`src/rtl/idli_pkg.sv`:
```
// Shared types and constants for the SQI serial-SRAM responder.
// Build macro IDLI_SQI_MEM_WR_EN enables the write command and array write port.
package idli_pkg;

  typedef enum logic [2:0] {
    IDLI_SQI_ST_IDLE,
    IDLI_SQI_ST_CMD,
    IDLI_SQI_ST_ADDR,
    IDLI_SQI_ST_DUMMY,
    IDLI_SQI_ST_RD,
    IDLI_SQI_ST_WR,
    IDLI_SQI_ST_ERR
  } idli_pkg_sqi_mem_state_t;

  localparam logic [7:0] IDLI_SQI_CMD_READ  = 8'h03;
  localparam logic [7:0] IDLI_SQI_CMD_WRITE = 8'h02;
  localparam int         IDLI_SQI_ADDR_NIB  = 6;

`ifdef IDLI_SQI_MEM_WR_EN
  localparam bit IDLI_SQI_WR_EN = 1'b1;
`else
  localparam bit IDLI_SQI_WR_EN = 1'b0;
`endif

endpackage

```
`src/rtl/idli_sqi_mem_array_m.sv`:
```
// Byte storage: one synchronous write port, one asynchronous read port.
// Write port exists only when IDLI_SQI_MEM_WR_EN is defined; otherwise reads return zero.
module idli_sqi_mem_array_m #(
  parameter int ADDR_W = 16
) (
  input  logic              clk_i,
  input  logic              we_i,
  input  logic [ADDR_W-1:0] waddr_i,
  input  logic [7:0]        wdata_i,
  input  logic [ADDR_W-1:0] raddr_i,
  output logic [7:0]        rdata_o
);

`ifdef IDLI_SQI_MEM_WR_EN
  logic [7:0] mem_q [0:(1<<ADDR_W)-1];

  always_ff @(posedge clk_i) begin
    if (we_i) mem_q[waddr_i] <= wdata_i;
  end

  assign rdata_o = mem_q[raddr_i];
`else
  // Read-only build: contents are the all-zero initial image.
  logic unused_wr;
  assign unused_wr = ^{clk_i, we_i, waddr_i, wdata_i, raddr_i};
  assign rdata_o   = 8'h00;
`endif

endmodule

```
`src/rtl/idli_sqi_mem_m.sv`:
```
// SQI serial-SRAM responder: decodes cmd/addr/data nibbles and serves the byte array.
// Define IDLI_SQI_MEM_WR_EN to accept command 0x02 (write); otherwise the block is read-only.
module idli_sqi_mem_m
  import idli_pkg::*;
#(
  parameter int ADDR_W    = 16,
  parameter int DUMMY_NIB = 2
) (
  input  logic       i_mem_gck,
  input  logic       i_mem_rst_n,
  input  logic       i_mem_sqi_sck,
  input  logic       i_mem_sqi_cs,
  input  logic [3:0] i_mem_sqi_data,
  output logic [3:0] o_mem_sqi_data,
  output logic       o_mem_sqi_oe
);

  localparam int NIB_W = 8;

  idli_pkg_sqi_mem_state_t state_q, state_d;

  logic              sck_q, cs_q;
  logic [NIB_W-1:0]  nib_ctr_q, nib_ctr_d;
  logic [3:0]        cmd_q, cmd_d;
  logic [ADDR_W-1:0] addr_q, addr_d;
  logic              is_wr_q, is_wr_d;
  logic              half_q, half_d;
  logic [3:0]        hi_q, hi_d;
  logic [3:0]        data_q, data_d;
  logic              oe_q, oe_d;
  logic              we;
  logic [7:0]        rdata;
  logic              rise, fall, cs_fall;
  logic [7:0]        cmd_full;

  // Edges are masked by cs so a simultaneous cs rise wins over the sck edge.
  assign rise     = ~sck_q &  i_mem_sqi_sck & ~i_mem_sqi_cs;
  assign fall     =  sck_q & ~i_mem_sqi_sck & ~i_mem_sqi_cs;
  assign cs_fall  =  cs_q  & ~i_mem_sqi_cs;
  assign cmd_full = {cmd_q, i_mem_sqi_data};

  idli_sqi_mem_array_m #(.ADDR_W(ADDR_W)) u_array (
    .clk_i   (i_mem_gck),
    .we_i    (we),
    .waddr_i (addr_q),
    .wdata_i ({hi_q, i_mem_sqi_data}),
    .raddr_i (addr_q),
    .rdata_o (rdata)
  );

  always_ff @(posedge i_mem_gck or negedge i_mem_rst_n) begin
    if (!i_mem_rst_n) state_q <= IDLI_SQI_ST_IDLE;
    else              state_q <= state_d;
  end

  always_comb begin
    state_d = state_q;
    if (i_mem_sqi_cs) begin
      state_d = IDLI_SQI_ST_IDLE;
    end else begin
      unique case (state_q)
        IDLI_SQI_ST_IDLE:
          if (cs_fall) state_d = IDLI_SQI_ST_CMD;
        IDLI_SQI_ST_CMD:
          if (rise && nib_ctr_q == NIB_W'(1)) begin
            if (cmd_full == IDLI_SQI_CMD_READ)                         state_d = IDLI_SQI_ST_ADDR;
            else if (cmd_full == IDLI_SQI_CMD_WRITE && IDLI_SQI_WR_EN) state_d = IDLI_SQI_ST_ADDR;
            else                                                       state_d = IDLI_SQI_ST_ERR;
          end
        IDLI_SQI_ST_ADDR:
          if (rise && nib_ctr_q == NIB_W'(IDLI_SQI_ADDR_NIB-1)) begin
            if (is_wr_q)             state_d = IDLI_SQI_ST_WR;
            else if (DUMMY_NIB == 0) state_d = IDLI_SQI_ST_RD;
            else                     state_d = IDLI_SQI_ST_DUMMY;
          end
        IDLI_SQI_ST_DUMMY:
          if (rise && nib_ctr_q == NIB_W'(DUMMY_NIB-1)) state_d = IDLI_SQI_ST_RD;
        default: ;
      endcase
    end
  end

  always_comb begin
    nib_ctr_d = nib_ctr_q;
    cmd_d     = cmd_q;
    addr_d    = addr_q;
    is_wr_d   = is_wr_q;
    half_d    = half_q;
    hi_d      = hi_q;
    data_d    = data_q;
    oe_d      = oe_q;
    we        = 1'b0;
    if (i_mem_sqi_cs) begin
      oe_d   = 1'b0;
      half_d = 1'b0;
    end else begin
      unique case (state_q)
        IDLI_SQI_ST_IDLE:
          if (cs_fall) begin
            nib_ctr_d = '0;
            half_d    = 1'b0;
          end
        IDLI_SQI_ST_CMD:
          if (rise) begin
            cmd_d     = i_mem_sqi_data;
            nib_ctr_d = nib_ctr_q + NIB_W'(1);
            if (nib_ctr_q == NIB_W'(1)) begin
              nib_ctr_d = '0;
              is_wr_d   = (cmd_full == IDLI_SQI_CMD_WRITE);
            end
          end
        IDLI_SQI_ST_ADDR:
          if (rise) begin
            // Shifting through an ADDR_W register drops address bits above ADDR_W.
            addr_d    = ADDR_W'({addr_q, i_mem_sqi_data});
            nib_ctr_d = (nib_ctr_q == NIB_W'(IDLI_SQI_ADDR_NIB-1)) ? '0 : nib_ctr_q + NIB_W'(1);
          end
        IDLI_SQI_ST_DUMMY:
          if (rise) nib_ctr_d = nib_ctr_q + NIB_W'(1);
        IDLI_SQI_ST_RD:
          if (fall) begin
            oe_d   = 1'b1;
            data_d = half_q ? rdata[3:0] : rdata[7:4];
            half_d = ~half_q;
            if (half_q) addr_d = addr_q + ADDR_W'(1);
          end
        IDLI_SQI_ST_WR:
          if (rise) begin
            if (!half_q) begin
              hi_d   = i_mem_sqi_data;
              half_d = 1'b1;
            end else begin
              we     = 1'b1;
              addr_d = addr_q + ADDR_W'(1);
              half_d = 1'b0;
            end
          end
        default: ;
      endcase
    end
  end

  always_ff @(posedge i_mem_gck or negedge i_mem_rst_n) begin
    if (!i_mem_rst_n) begin
      sck_q     <= 1'b0;
      cs_q      <= 1'b1;
      nib_ctr_q <= '0;
      cmd_q     <= '0;
      addr_q    <= '0;
      is_wr_q   <= 1'b0;
      half_q    <= 1'b0;
      hi_q      <= '0;
      data_q    <= '0;
      oe_q      <= 1'b0;
    end else begin
      sck_q     <= i_mem_sqi_sck;
      cs_q      <= i_mem_sqi_cs;
      nib_ctr_q <= nib_ctr_d;
      cmd_q     <= cmd_d;
      addr_q    <= addr_d;
      is_wr_q   <= is_wr_d;
      half_q    <= half_d;
      hi_q      <= hi_d;
      data_q    <= data_d;
      oe_q      <= oe_d;
    end
  end

  assign o_mem_sqi_data = data_q;
  assign o_mem_sqi_oe   = oe_q;

endmodule

```
`config.mk`:
```
export PLATFORM = sky130hd
export DESIGN_NAME = idli_sqi_mem_m
export DESIGN_NICKNAME = d
export VERILOG_FILES = /design/src/rtl/idli_pkg.sv /design/src/rtl/idli_sqi_mem_array_m.sv /design/src/rtl/idli_sqi_mem_m.sv
export SDC_FILE = /design/constraint.sdc
export NUM_CORES = 1
export LEC_CHECK = 0
export CAP_MARGIN = 15
export CELL_PAD_IN_SITES_DETAIL_PLACEMENT = 1
export CELL_PAD_IN_SITES_GLOBAL_PLACEMENT = 1
export CORE_MARGIN = 1
export CORE_UTILIZATION = 30
export DETAILED_ROUTE_END_ITERATION = 10
export GPL_TIMING_DRIVEN = 0
export PLACE_DENSITY_LB_ADDON = 0.15
export SYNTH_ARGS = -nofsm -noshare
export SYNTH_HDL_FRONTEND = slang
export SYNTH_SLANG_ARGS = --single-unit
```
`constraint.sdc`:
```
create_clock -name i_mem_gck -period 2.3 [get_ports i_mem_gck]
set_clock_uncertainty 0.2 [all_clocks]
set_input_delay 0.23 -clock i_mem_gck [delete_from_list [all_inputs] [get_ports i_mem_gck]]
set_output_delay 0.23 -clock i_mem_gck [all_outputs]
set_load 0.03 [all_outputs]
```
==> flow_metrics.env, run 1 <==
export IMPL_r2r_start="nib_ctr_q[0]$_DFFE_PN0P_"
export IMPL_vias=810
export IMPL_finalHoldViolCount=0
export IMPL_synthCells=105
export IMPL_synth_seq_cells=19
export IMPL_routedWlPerCell_um=13.4
export IMPL_regToRegSetupSlack_ps=350
export IMPL_worst_pin_slew_ps=868
export IMPL_n_antenna_cell=0
export IMPL_power_density_nw_per_um2=594
export IMPL_die_area_um2=3800
export IMPL_end_kind="flip-flop"
export IMPL_insertion_delay_ps=300
export IMPL_holdBufCountCts=0
export IMPL_cts_clk_slew_worst_paths_ps=110
export IMPL_final_min_clock_period_ps=2000
export IMPL_core_area_um2=3360
export IMPL_htree_num_levels=1
export IMPL_num_rows=21
export IMPL_slew_violations=0
export IMPL_hpwl_um=1650
export IMPL_antenna_found_initial=0
export IMPL_final_core_util_pct=36.9
export IMPL_crit_type="in2reg"
export IMPL_cts_tree="yes"
export IMPL_grt_pass1_vias=809
export IMPL_grt_use_total_pct=13.8
export IMPL_yosysSeqAreaShare_pct=44.7
export IMPL_ioPinCount=13
export IMPL_crit_fanout=8
export IMPL_die_w_um=61.6
export IMPL_synthFlopType="dfrtp_1"
export IMPL_syn_area_per_cell_um2=10.2
export IMPL_place_area_um2=1210
export IMPL_port_buffers=8
export IMPL_finalSetupViolations=0
export IMPL_synth_async_reset_ratio_pct=100
export IMPL_grt_remaining_overflow=0
export IMPL_vdd_ir_drop_max_mv=0.245
export IMPL_initial_utilization_pct=31.7
export IMPL_r2r_end="nib_ctr_q[6]$_DFFE_PN0P_"
export IMPL_setup_slack_ps=296
export IMPL_grt_max_degree=20
export IMPL_fin_nets=131
export IMPL_status="finished clean"
export IMPL_pre_cts_ws_ps=-18.8
export IMPL_ys_warn_count=0
export IMPL_drt_total_wl_um=2220
export IMPL_whs_ps=212
export IMPL_area_delta_synth_final_pct=16.4
export IMPL_grt_first_pass_wirelength_um=3750
export IMPL_maxCapViolations=0
export IMPL_post_route_drc_count=0
export IMPL_post_cts_resized=0
export IMPL_finalCritPeriodShare_pct=87.1
export IMPL_synth_edf_count=0
export IMPL_synth_top_cell_by_area="dfrtp_1"
export IMPL_worstPathArrival_ps=2050
export IMPL_fmax_mhz=499
export IMPL_grt_setup_unrepaired="no"
export IMPL_antenna_left=0
export IMPL_required_ps=2350
export IMPL_post_synth_top_count_cell="dfrtp_1"
export IMPL_hp_class="in2async"
export IMPL_clock_path_buffers=2
export IMPL_cts_sinks=19
export IMPL_drtIter0Drc=21
export IMPL_netlist_area_um2=1070
export IMPL_power_leakage_nw=0.551
export IMPL_die_y_um=61.6
export IMPL_firstDrtPassIters=4
export IMPL_synth_top_cell_area_share_pct=42.3
export IMPL_stdcell_area_um2=1240
export IMPL_synthTopCellsByCount="18 x dfrtp_1, 7 x nand2b_1, 7 x nor2_1"
export IMPL_rr_worst_depth=7
export IMPL_routed_via_density=4.88
export IMPL_worst_setup_path_start_kind="primary input"
export IMPL_gp_congestion=0.757
export IMPL_post_cts_setup_buffer_count=0
export IMPL_synth_cell_types=37
export IMPL_slew_headroom_pct=42.0
export IMPL_drive_gt1_share_pct=15.0
export IMPL_synth_area_top_cells="dfrtp_1 42%, o2bb2ai_1 4.9%, mux2_1 4.2%"
export IMPL_root_buffer="clkbuf_4"
export IMPL_cts_made_buffers=3
[layout by cell type (no fill, tap or decap), types with 4 or more instances in the layout]
| cell type | instances |
|---|---|
| nand2b_1 | 7 |
| conb_1 | 4 |
| nor2_1 | 7 |
| a21oi_1 | 4 |
| inv_1 | 4 |
| o21ai_1 | 6 |
| mux2_1 | 4 |
| and3_1 | 5 |
| dfrtp_1 | 18 |
| o2bb2ai_1 | 6 |
| clkdlybuf4s50_1 | 8 |
| buf_4 | 4 |
[per-stage QoR]
stage	TNS [ps]	std cells	power, mW
2_1_floorplan	0	108	0.521
3_3_place_gp	-8.66	162	0.573
3_5_place_dp	-18.8	162	0.575
4_1_cts	0	166	0.754
5_1_grt	0	166	0.791
6_report	0	166	0.738
[layer usage]
metal	track usage, %	vias to the layer above	share of wire, %
met4	3.81	0	0.85
met2	22.0	11	49
met5	0	-	0
met3	4.41	2	3.7
met1	18.0	394	46
li1	-	403	-
[report_power, final]
part / leakage, nW / internal, mW / switching (mW)
Sequential: 0.250 / 0.373 / 0.0315
Clock: 0.0150 / 0.0676 / 0.106
Combinational: 0.287 / 0.0777 / 0.0822
[area by class of cell]
class / instances / area (µm²)
Tap cell: 46 / 57.6
Timing Repair Buffer: 8 / 80.1
Sequential cell: 19 / 477
Inverter: 4 / 15.0
Clock buffer: 4 / 26.3
Buffer: 7 / 51.3
Fill cell: 413 / 2120
Multi-Input combinational cell: 78 / 534
[how the worst max path moves through the flow]
stage,slack [ps],from,to,cells after the start
finish,300,i_mem_sqi_cs,is_wr_q$_DFFE_PN0P_,6
global placement,-9,i_mem_sqi_cs,is_wr_q$_DFFE_PN0P_,5
floorplan,510,nib_ctr_q[0]$_DFFE_PN0P_,nib_ctr_q[3]$_DFFE_PN0P_,7
CTS,290,i_mem_sqi_cs,is_wr_q$_DFFE_PN0P_,6
detailed placement,-20,i_mem_sqi_cs,is_wr_q$_DFFE_PN0P_,6
global route,120,i_mem_sqi_cs,is_wr_q$_DFFE_PN0P_,6
[cell families after synthesis]
logic type | synth area share (%)
multiplexers | 6.10
flip-flops | 44.7
adder cells (fa/ha/maj) | 2.35
AO/OA/AOI/OAI | 15.6
AND/OR/NAND/NOR | 24.6
buffers and inverters | 6.22
other | 0.352
[registers in the layout, summed over array words and instances (netlist names)]
signal        count
nib_ctr_q         8
o_mem_sqi_oe      1
is_wr_q           1
sck_q             1
cmd_q             4
state_q           3
cs_q              1
[critical path, cell delays in order]
cell	delay (ps)
clkdlybuf4s50_1	570
nor3b_1	360
nand2_1	230
or3_1	390
nor3_1	170
a21o_1	100
Power figures use the tool's default switching activity.
==> run 2, diff against run 1 <==
==> constraint.sdc (replaced) <==
create_clock -name i_mem_gck -period 2.3 [get_ports i_mem_gck]
set_clock_uncertainty 0.2 [all_clocks]
set_input_delay 0.575 -clock i_mem_gck [delete_from_list [all_inputs] [get_ports i_mem_gck]]
set_output_delay 0.575 -clock i_mem_gck [all_outputs]
set_load 0.03 [all_outputs]
==> run 2 against run 1 <==
Sequential share of layout area is 0.23 points lower. Via count stayed put. Sequential power hardly changed. First-iteration DRC count is 4.8% lower. Count of clock-buffer cells in the layout stayed put. Highest routed layer unchanged.
==> flow_metrics.env, run 2 (synthesis results as in run 1) <==
export IMPL_clock_path_buffers=2
export IMPL_swShare_pct=29.9
export IMPL_drive_gt1_share_pct=15.8
export IMPL_end_kind="flip-flop"
export IMPL_nFillCells=415
export IMPL_fin_cells=166
export IMPL_seqPwrFrac_pct=54.8
export IMPL_die_area_um2=3800
export IMPL_fin_tns_setup_ps=0
export IMPL_fin_nets=131
export IMPL_required_ps=2350
export IMPL_grt_remaining_overflow=0
export IMPL_finalSetupViolations=0
export IMPL_post_cts_setup_buffer_count=0
export IMPL_worstPathArrival_ps=2160
export IMPL_vdd_ir_drop_max_mv=0.245
export IMPL_r2r_start="nib_ctr_q[0]$_DFFE_PN0P_"
export IMPL_ioPinCount=13
export IMPL_grt_first_pass_wirelength_um=3730
export IMPL_cts_sinks=19
export IMPL_setup_slack_ps=190
export IMPL_slew_violations=0
export IMPL_num_rows=21
export IMPL_combinationalPowerShare_pct=21.7
export IMPL_mostFrequentLayoutCells="18 x dfrtp_1, 7 x nor2_1, 7 x nand2b_1, 7 x clkdlybuf4s50_1"
export IMPL_cts_made_buffers=3
export IMPL_htree_num_levels=1
export IMPL_hold_depth=1
export IMPL_firstDrtPassIters=4
export IMPL_critPathLaunch="i_mem_sqi_sck"
export IMPL_finalCritPeriodShare_pct=91.8
export IMPL_worst_pin_slew_ps=870
export IMPL_root_buffer="clkbuf_4"
export IMPL_antenna_left=0
export IMPL_routedWlPerCell_um=13.5
export IMPL_drtIter0Drc=20
export IMPL_die_y_um=61.6
export IMPL_top_register="nib_ctr_q"
export IMPL_crit_chain="clkdlybuf4s50_1 -> nor3b_2 -> nand2_1 -> or3_1 -> nor3_1 -> a21o_1"
export IMPL_core_area_um2=3360
export IMPL_hpwl_um=1650
export IMPL_crit_type="in2reg"
export IMPL_vias=810
export IMPL_slew_headroom_pct=41.8
export IMPL_regToRegSetupSlack_ps=350
export IMPL_rr_worst_depth=7
export IMPL_final_min_clock_period_ps=2110
export IMPL_crit_fanout=5
export IMPL_pre_cts_ws_ps=-364
export IMPL_drt_total_wl_um=2240
export IMPL_initial_utilization_pct=31.7
export IMPL_worstHoldEndpoint="cmd_q[3]$_DFFE_PN0P_"
export IMPL_area_delta_synth_final_pct=17.1
export IMPL_crit_buf_inv=1
export IMPL_hp_class="reg2reg"
export IMPL_mostFrequentLayoutCell="dfrtp_1"
export IMPL_power_density_nw_per_um2=592
export IMPL_p_int_mw=0.518
export IMPL_worst_path_max_delay_cell="clkdlybuf4s50_1"
export IMPL_reg_top3="nib_ctr_q x8, cmd_q x4, state_q x3"
export IMPL_grt_pass1_vias=804
export IMPL_status="finished clean"
export IMPL_worst_setup_path_start_kind="primary input"
export IMPL_gp_congestion=0.757
export IMPL_p_switching_mw=0.221
export IMPL_cts_tree="yes"
export IMPL_grt_use_total_pct=13.8
export IMPL_clockPowerShare_pct=23.5
export IMPL_cpPeakStageDelay_ps=520
export IMPL_power_leakage_nw=0.562
export IMPL_die_w_um=61.6
export IMPL_maxCapViolations=0
export IMPL_post_route_drc_count=0
export IMPL_dpl_cell_count=162
export IMPL_r2r_end="nib_ctr_q[6]$_DFFE_PN0P_"
export IMPL_routed_via_density=4.88
export IMPL_cts_clk_slew_worst_paths_ps=110
export IMPL_fmax_mhz=474
export IMPL_antenna_found_initial=0
export IMPL_largest_reg_flops=8
export IMPL_grt_setup_unrepaired="no"
export IMPL_n_antenna_cell=0
export IMPL_finalHoldViolCount=0
export IMPL_cp_top_family="simple AND/OR/NAND/NOR gates"
export IMPL_hold_start="cmd_q[3]$_DFFE_PN0P_"
export IMPL_grt_max_degree=20
export IMPL_port_buffers=8
export IMPL_insertion_delay_ps=300
-- run 2: per-stage QoR --
| step | power [mW] | hold WS [ps] | util, % | cell area [µm²] |
|---|---|---|---|---|
| 6_report | 0.739 | 304 | 37.1 | 1250 |
| 5_1_grt | 0.792 | 325 | 37.1 | 1250 |
| 4_1_cts | 0.755 | 311 | 37.1 | 1250 |
| 3_5_place_dp | 0.575 | 285 | 36.1 | 1210 |
| 3_3_place_gp | 0.573 | 280 | 36.1 | 1210 |
| 2_1_floorplan | 0.521 | 79.4 | - | 1080 |
-- run 2: how the worst max path moves through the flow --
stage	endpoint	slack, ps	depth (start not counted)
final	is_wr_q$_DFFE_PN0P_	190	6
after global routing	is_wr_q$_DFFE_PN0P_	40	6
after CTS	is_wr_q$_DFFE_PN0P_	60	6
after detailed placement	is_wr_q$_DFFE_PN0P_	-360	6
after global placement	is_wr_q$_DFFE_PN0P_	-350	5
after floorplan	nib_ctr_q[3]$_DFFE_PN0P_	510	7
-- run 2: what timing repair did --
item	4_1_cts	5_1_grt
endpoints found under the hold margin	0	0
endpoints found under the setup margin	1	1
hold buffers	0	0
gates resized for setup	1	1
-- run 2: layer usage --
| metal | vias up | global-route usage (%) | wire length [µm] |
|---|---|---|---|
| met4 | 0 | 3.81 | 19 |
| met5 | - | 0 | 0 |
| li1 | 401 | - | - |
| met2 | 11 | 21.8 | 1110 |
| met3 | 2 | 4.41 | 83 |
| met1 | 396 | 18.0 | 1030 |
-- run 2: power by group through the flow --
stage,Combinational (mW),Sequential [mW],Clock [mW]
final,0.160,0.405,0.174
after global routing,0.182,0.412,0.197
after CTS,0.164,0.406,0.185
after detailed placement,0.162,0.412,0
after global placement,0.161,0.412,0
after floorplan,0.117,0.404,0
-- run 2: cell type report --
class                           instances  area [µm²]  area share [%]
Buffer                                  7        51.3            4.11
Clock buffer                            4        26.3            2.10
Inverter                                4        15.0            1.20
Multi-Input combinational cell         78         539            43.2
Sequential cell                        19         477            38.2
Tap cell                               46        57.6            4.61
Timing Repair Buffer                    8        82.6            6.61
